`src/rtl/dm_bus_ctrl.sv`:
```
// dm_bus_ctrl
//
// Data-memory bus controller sitting between the core's load/store path and
// a handshaked word-wide data memory. One core access is latched in IDLE and
// turned into one or two word beats with byte strobes. The core is stalled
// until the access finishes. Load data comes back sign- or zero-extended.
// Illegal size codes, misaligned accesses and beat timeouts are reported as
// faults.
//
// Build option:
//   DM_MISALIGN_SPLIT_EN  defined   -> misaligned accesses are served, split
//                                      into two beats when they cross a word
//                                      boundary
//                         undefined -> any misaligned access faults with no beat
//
// Parameter:
//   TIMEOUT_CYC  cycles without mem_ack inside one beat before a timeout fault
//
// Ports:
//   clk, rst               clock, synchronous active-high reset
//   req_valid              core access present (held until done)
//   DmWr, DmCtrl           store/load select, size/sign code
//   addr, wdata            byte address, store data
//   stall                  req_valid & ~done (combinational)
//   done, fault, rdata     completion pulse, fault flag, extended load data
//   mem_req, mem_we        beat request, write enable
//   mem_addr               word address of the current beat
//   mem_wstrb, mem_wdata   byte strobes, lane-aligned store data
//   mem_ack, mem_rdata     beat completion, read word
//
// state | meaning
// ------+------------------------------------------------------------
// IDLE  | waiting for req_valid; captures the access and decodes it
// ACC0  | first (or only) beat in flight, mem_req high
// ACC1  | second beat of a word-crossing access, mem_req high
// RESP  | done pulse with fault/rdata, back to IDLE next cycle

module dm_bus_ctrl #(
    parameter int unsigned TIMEOUT_CYC = 256
) (
    input  logic        clk,
    input  logic        rst,
    input  logic        req_valid,
    input  logic        DmWr,
    input  logic [2:0]  DmCtrl,
    input  logic [31:0] addr,
    input  logic [31:0] wdata,
    output logic        stall,
    output logic        done,
    output logic        fault,
    output logic [31:0] rdata,
    output logic        mem_req,
    output logic        mem_we,
    output logic [31:0] mem_addr,
    output logic [3:0]  mem_wstrb,
    output logic [31:0] mem_wdata,
    input  logic        mem_ack,
    input  logic [31:0] mem_rdata
);

    localparam int unsigned CW = $clog2(TIMEOUT_CYC + 1);
    localparam logic [CW-1:0] TMR_LOAD = CW'(TIMEOUT_CYC);

    typedef enum logic [1:0] {
        IDLE = 2'd0,
        ACC0 = 2'd1,
        ACC1 = 2'd2,
        RESP = 2'd3
    } state_t;

    state_t state_q, state_d;

    logic          cap_we_q,    cap_we_d;
    logic [2:0]    cap_ctrl_q,  cap_ctrl_d;
    logic [31:0]   cap_addr_q,  cap_addr_d;
    logic [31:0]   cap_wdata_q, cap_wdata_d;
    logic [CW-1:0] tmr_q,       tmr_d;
    logic [31:0]   d0_q,        d0_d;
    logic          fault_q,     fault_d;
    logic [31:0]   rdata_q,     rdata_d;
    logic [31:0]   maddr_q,     maddr_d;
    logic          mwe_q,       mwe_d;
    logic [3:0]    mstrb_q,     mstrb_d;
    logic [31:0]   mwdata_q,    mwdata_d;

    // Decode source: live core inputs while IDLE (capture cycle), the
    // captured copy afterwards so later core-side changes are ignored.
    logic        src_we;
    logic [2:0]  src_ctrl;
    logic [31:0] src_addr;
    logic [31:0] src_wdata;

    always_comb begin
        if (state_q == IDLE) begin
            src_we    = DmWr;
            src_ctrl  = DmCtrl;
            src_addr  = addr;
            src_wdata = wdata;
        end else begin
            src_we    = cap_we_q;
            src_ctrl  = cap_ctrl_q;
            src_addr  = cap_addr_q;
            src_wdata = cap_wdata_q;
        end
    end

    logic [1:0]  off;
    logic [7:0]  lane_mask;
    logic [7:0]  span;
    logic [31:0] rep;
    logic [31:0] lane_data;
    logic        legal;
    logic        misalign;
    logic        split;
    logic [31:0] word0;
    logic [31:0] word1;

    always_comb begin
        off = src_addr[1:0];
        case (src_ctrl[1:0])
            2'b00: begin
                lane_mask = 8'h01;
                rep       = {4{src_wdata[7:0]}};
            end
            2'b01: begin
                lane_mask = 8'h03;
                rep       = {2{src_wdata[15:0]}};
            end
            default: begin
                lane_mask = 8'h0F;
                rep       = src_wdata;
            end
        endcase

        // span[3:0] are the lanes of beat 0, span[7:4] those of beat 1.
        span = lane_mask << off;

        // Rotating the replicated data by the byte offset lines every byte up
        // with its strobe lane, for aligned and split accesses alike.
        case (off)
            2'd0:    lane_data = rep;
            2'd1:    lane_data = {rep[23:0], rep[31:24]};
            2'd2:    lane_data = {rep[15:0], rep[31:16]};
            default: lane_data = {rep[7:0],  rep[31:8]};
        endcase

        if (src_we)
            legal = src_ctrl inside {3'b000, 3'b001, 3'b010};
        else
            legal = src_ctrl inside {3'b000, 3'b001, 3'b010, 3'b100, 3'b101};

`ifdef DM_MISALIGN_SPLIT_EN
        misalign = 1'b0;
        split    = |span[7:4];
`else
        misalign = ((src_ctrl[1:0] == 2'b01) && off[0]) ||
                   ((src_ctrl[1:0] == 2'b10) && (off != 2'b00));
        split    = 1'b0;
`endif

        word0 = {src_addr[31:2], 2'b00};
        word1 = word0 + 32'd4;
    end

    // Load assembly: low bytes come from beat 0 (held in d0_q when a second
    // beat follows), the spill-over bytes from the word arriving now.
    logic [31:0] d_lo;
    logic [31:0] raw;
    logic [31:0] load_ext;

    always_comb begin
        d_lo = (state_q == ACC1) ? d0_q : mem_rdata;
        case (off)
            2'd0:    raw = d_lo;
            2'd1:    raw = {mem_rdata[7:0],  d_lo[31:8]};
            2'd2:    raw = {mem_rdata[15:0], d_lo[31:16]};
            default: raw = {mem_rdata[23:0], d_lo[31:24]};
        endcase
        case (src_ctrl)
            3'b000:  load_ext = {{24{raw[7]}}, raw[7:0]};
            3'b001:  load_ext = {{16{raw[15]}}, raw[15:0]};
            3'b100:  load_ext = {24'd0, raw[7:0]};
            3'b101:  load_ext = {16'd0, raw[15:0]};
            default: load_ext = raw;
        endcase
    end

    always_ff @(posedge clk) begin
        if (rst) begin
            state_q     <= IDLE;
            cap_we_q    <= 1'b0;
            cap_ctrl_q  <= 3'b000;
            cap_addr_q  <= '0;
            cap_wdata_q <= '0;
            tmr_q       <= '0;
            d0_q        <= '0;
            fault_q     <= 1'b0;
            rdata_q     <= '0;
            maddr_q     <= '0;
            mwe_q       <= 1'b0;
            mstrb_q     <= 4'b0000;
            mwdata_q    <= '0;
        end else begin
            state_q     <= state_d;
            cap_we_q    <= cap_we_d;
            cap_ctrl_q  <= cap_ctrl_d;
            cap_addr_q  <= cap_addr_d;
            cap_wdata_q <= cap_wdata_d;
            tmr_q       <= tmr_d;
            d0_q        <= d0_d;
            fault_q     <= fault_d;
            rdata_q     <= rdata_d;
            maddr_q     <= maddr_d;
            mwe_q       <= mwe_d;
            mstrb_q     <= mstrb_d;
            mwdata_q    <= mwdata_d;
        end
    end

    always_comb begin
        state_d     = state_q;
        cap_we_d    = cap_we_q;
        cap_ctrl_d  = cap_ctrl_q;
        cap_addr_d  = cap_addr_q;
        cap_wdata_d = cap_wdata_q;
        tmr_d       = tmr_q;
        d0_d        = d0_q;
        fault_d     = fault_q;
        rdata_d     = rdata_q;
        maddr_d     = maddr_q;
        mwe_d       = mwe_q;
        mstrb_d     = mstrb_q;
        mwdata_d    = mwdata_q;

        case (state_q)
            IDLE: begin
                fault_d = 1'b0;
                rdata_d = '0;
                if (req_valid) begin
                    cap_we_d    = DmWr;
                    cap_ctrl_d  = DmCtrl;
                    cap_addr_d  = addr;
                    cap_wdata_d = wdata;
                    if (!legal || misalign) begin
                        state_d = RESP;
                        fault_d = 1'b1;
                    end else begin
                        state_d  = ACC0;
                        tmr_d    = TMR_LOAD;
                        maddr_d  = word0;
                        mwe_d    = DmWr;
                        mstrb_d  = DmWr ? span[3:0] : 4'b0000;
                        mwdata_d = DmWr ? lane_data : '0;
                    end
                end
            end

            ACC0, ACC1: begin
                if (mem_ack) begin
                    if (state_q == ACC0)
                        d0_d = mem_rdata;
                    if ((state_q == ACC0) && split) begin
                        // Store data stays put: the rotation already placed the
                        // spill-over bytes in the low lanes.
                        state_d = ACC1;
                        tmr_d   = TMR_LOAD;
                        maddr_d = word1;
                        mstrb_d = cap_we_q ? span[7:4] : 4'b0000;
                    end else begin
                        state_d  = RESP;
                        rdata_d  = cap_we_q ? '0 : load_ext;
                        maddr_d  = '0;
                        mwe_d    = 1'b0;
                        mstrb_d  = 4'b0000;
                        mwdata_d = '0;
                    end
                end else if (tmr_q == '0) begin
                    state_d  = RESP;
                    fault_d  = 1'b1;
                    rdata_d  = '0;
                    maddr_d  = '0;
                    mwe_d    = 1'b0;
                    mstrb_d  = 4'b0000;
                    mwdata_d = '0;
                end else begin
                    tmr_d = tmr_q - CW'(1);
                end
            end

            RESP: begin
                state_d = IDLE;
                fault_d = 1'b0;
                rdata_d = '0;
            end

            default: state_d = IDLE;
        endcase
    end

    assign mem_req   = (state_q == ACC0) || (state_q == ACC1);
    assign done      = (state_q == RESP);
    assign stall     = req_valid & ~done;
    assign fault     = fault_q;
    assign rdata     = rdata_q;
    assign mem_we    = mwe_q;
    assign mem_addr  = maddr_q;
    assign mem_wstrb = mstrb_q;
    assign mem_wdata = mwdata_q;

endmodule

```
`config.mk`:
```
export PLATFORM = sky130hd
export DESIGN_NAME = dm_bus_ctrl
export DESIGN_NICKNAME = d
export VERILOG_FILES = /design/src/rtl/dm_bus_ctrl.sv
export SDC_FILE = /design/constraint.sdc
export NUM_CORES = 1
export LEC_CHECK = 0
export CORE_ASPECT_RATIO = 1.1
export CORE_MARGIN = 5
export CORE_UTILIZATION = 45
export CTS_CLUSTER_DIAMETER = 150
export CTS_CLUSTER_SIZE = 28
export DETAILED_ROUTE_END_ITERATION = 12
export HOLD_SLACK_MARGIN = 0.1
export PLACE_DENSITY_LB_ADDON = 0.05
export SLEW_MARGIN = 15
export SYNTH_ARGS = -nofsm -noshare
export SYNTH_HDL_FRONTEND = slang
export SYNTH_SLANG_ARGS = --single-unit
```
`constraint.sdc`:
```
create_clock -name clk -period 3.4 [get_ports clk]
set_input_delay 0.34 -clock clk [delete_from_list [all_inputs] [get_ports clk]]
set_output_delay 0.34 -clock clk [all_outputs]
set_load 0.02 [all_outputs]
```
==> results.md <==
- HPWL Detailed: 18.7 mm
- CP Max Fanout: 33
- Critical path buffers and inverters: 4
- Synth area leaders: dfxtp_1 36%, nand2_1 9.9%, mux2i_1 8.6%
- Stages on the worst setup path: 9
- Vias in the first global route: 7752
- Sequential share of power: 0.270
- P_sw: 3.25 mW
- CTS clk-pin slew, worst paths: 0.06 ns
- Pin count of the biggest net entering global routing: 60
- Initial Utilization: 0.454
- Worst r2r path cells: 9
- Via-to-Cell Ratio: 5.70
- Cell family with the largest share of critical-path delay: buffers and inverters
- Worst-skew pair later-pin latency: 0.43 ns
- Hold depth: 2
- Yosys warns: 0
- Placed Area: 10600 um2
- Root Driver: clkbuf_16
- P_leak: 4.22 nW
- Crit-path cells: inv_1 -> ha_2 -> mux2i_4 -> buf_4 -> buf_4 -> nor2_1 -> a2111oi_0 -> buf_4 -> o21ai_2
- Die Ht: 152 um
- WS Path Type: reg2reg
- Post-synth top area share: 0.359
- Total grt overflow: 0
- Final instance area: 11200 um2
- Synth unique cells: 60
- Max Fclk: 329 MHz
- DR iter-0 viols: 799
- Clock Skew: 0.0100 ns
- Final GP Congestion: 0.853
- Syn avg cell area: 8.30 um2
- Number of setup violations in the final report: 0
- DRC: 0
- I/O pin count: 209
- Routed vias: 8147
- Cell Area, Synth: 8300 um2
- Max-cap viol count: 0
- CTS Buf Count: 17
- Net Sw Frac: 0.399
- Slew @ Worst Pin: 0.797 ns
- I/O Buffers: 206
- TritonRoute pass-1 iters: 6
- Status: finished, final reports clean
- Layout net count: 1286
- Mapped Cells: 1000
- Critical Path RT: 3.71 ns
- CORE AREA: 18300 um2
- Rel. slew slack: 0.469
- Yosys reg bits: 149
- Final min period: 3.04 ns
- Register area share after synthesis: 0.359
- Final wirelength: 26.3 mm
- Peak supply drop: 0.476 mV
- Row cnt: 52
- Die area: 21300 um2
- Final Util: 0.615
- Critical Path Source Type: flop
- CTS tree: built
- Hold Path Class: reg2reg
- WL/cell: 18.4 um
- CTS Sinks: 149
- Antenna violations before repair: 0
- Final Instance Count excl. Fillers: 1430
- Unrepaired setup endpoints after global routing: no
- Endpoint class of the critical path: flop
- Final hold violation count: 0
- Final antenna-violating net count: 0
- PD cells: 724 nW/um2
- Fillers: 1641
- Main synth FF type: dfxtp_1
- Share of layout cells above drive strength 1: 0.115
- Die Wd: 139 um
- Post-synth top area cell: dfxtp_1
- Global-route wire length before repair: 42.1 mm
- Final worst-path cycle share: 0.894
- Pins Over Slew Limit: 0
- Gr usage total: 0.242
- H-Tree Depth: 4
- WP data arrival: 3.35 ns
- Setup TNS Final: 0 ns
- Crit-path max cell delay: 0.60 ns
- P&R area growth vs syn: 35.5%
- Clock power frac: 0.248
- CP max stage cell: a2111oi_0
- Internal Power: 4.89 mW
- Post-synth EDFFs: 0
- Gate power share: 0.482
- Inst Count DP: 1398
- # diodes: 0
- Clk buf depth: 2
- Asr flop ratio synth: 0
- CP dominant cell by count: buf_4
Yosys cell counts, drive strengths merged (6+ instances only):
master,count
a211oi,14
a21oi,80
a221oi,13
a22o,6
a22oi,6
a32o,18
buf,36
clkbuf,55
dfxtp,149
ha,8
inv,8
mux2,25
mux2i,71
mux4,14
nand2,220
nand3,51
nand3b,8
nor2,41
nor3,17
nor3b,6
o21ai,53
o22ai,21
o2bb2ai,17
metrics by stage:
stage / hold WS [ns] / setup slack, ns / total power, mW
after floorplan: 0.433 / 0.708 / 4.84
after global placement: 0.435 / 0.373 / 6.09
after detailed placement: 0.444 / 0.298 / 6.11
after CTS: 0.438 / 0.252 / 8.15
after global routing: 0.458 / 0.143 / 8.62
final: 0.453 / 0.362 / 8.14
worst paths after layout:
kind / end / slack (ns) / start
setup / recovery: rdata[22] / 0.36 / state_q[0]
hold / removal: d0_q[7] / 0.45 / d0_q[7]
setup reg to reg: rdata[22] / 0.36 / state_q[0]
hold reg to reg: d0_q[7] / 0.45 / d0_q[7]
sequential cells by signal, summed over array words and instances, names as in the netlist:
signal / flops
mem_wdata: 32
mem_we: 1
cap_we_q: 1
tmr_q: 9
d0_q: 32
mem_addr: 30
mem_wstrb: 4
cap_ctrl_q: 3
state_q: 2
cap_addr_q: 2
rdata: 32
fault: 1
worst register-to-register path: stages, from the launching register on:
cell       delay [ns]
dfxtp_1          0.35
inv_1            0.15
ha_2             0.38
mux2i_4          0.30
buf_4            0.26
buf_4            0.39
nor2_1           0.24
a2111oi_0        0.60
buf_4            0.22
o21ai_2          0.04
area by class of cell:
cell class	count	area, um2	area share
Multi-Input combinational cell	753	4910	0.437
Sequential cell	149	2980	0.265
Tap cell	243	304	0.0270
Clock buffer	20	467	0.0415
Timing Repair Buffer	245	2380	0.212
Clock inverter	12	168	0.0149
Inverter	8	30.0	0.00267
layout by cell type (no fill, tap or decap), drive strengths merged, types with 17 or more instances in the layout:
cell type | netlist | final
clkbuf | 55 | 20
buf | 36 | 39
o22ai | 21 | 21
nor2 | 41 | 41
a32o | 18 | 18
nand3 | 51 | 51
clkdlybuf4s50 | 0 | 206
mux2 | 25 | 25
nor3 | 17 | 17
a21oi | 80 | 80
dfxtp | 149 | 149
mux2i | 71 | 71
o2bb2ai | 17 | 17
nand2 | 220 | 220
o21ai | 53 | 53
layer usage:
metal	routed length [um]	vias to the layer above	track usage
li1	-	3966	-
met1	11500	3775	0.332
met2	12000	371	0.382
met3	2330	35	0.0640
met4	387	0	0.0559
met5	0	-	0
timing repair:
| item | 4_1_cts | 5_1_grt |
|---|---|---|
| hold endpoints to repair | 0 | 0 |
| hold buffers | 0 | 0 |
| setup buffers | 0 | 0 |
| setup endpoints to repair | 0 | 1 |
| resized for setup | 0 | 1 |
cells by family after synthesis:
family                   share of synthesized area
adder cells (fa/ha/maj)                     0.0121
other                                     0.000452
buffers and inverters                       0.0538
AND/OR/NAND/NOR                              0.198
AO/OA/AOI/OAI                                0.217
multiplexers                                 0.159
flip-flops                                   0.359
power groups by stage:
stage	Combinational (mW)	Clock (mW)	Sequential [mW]
finish	3.92	2.02	2.20
global route	4.25	2.13	2.24
CTS	3.89	2.06	2.20
detailed placement	3.88	0	2.23
global placement	3.86	0	2.23
floorplan	2.44	0	2.40
No activity file was read; power rests on OpenSTA's default activity.
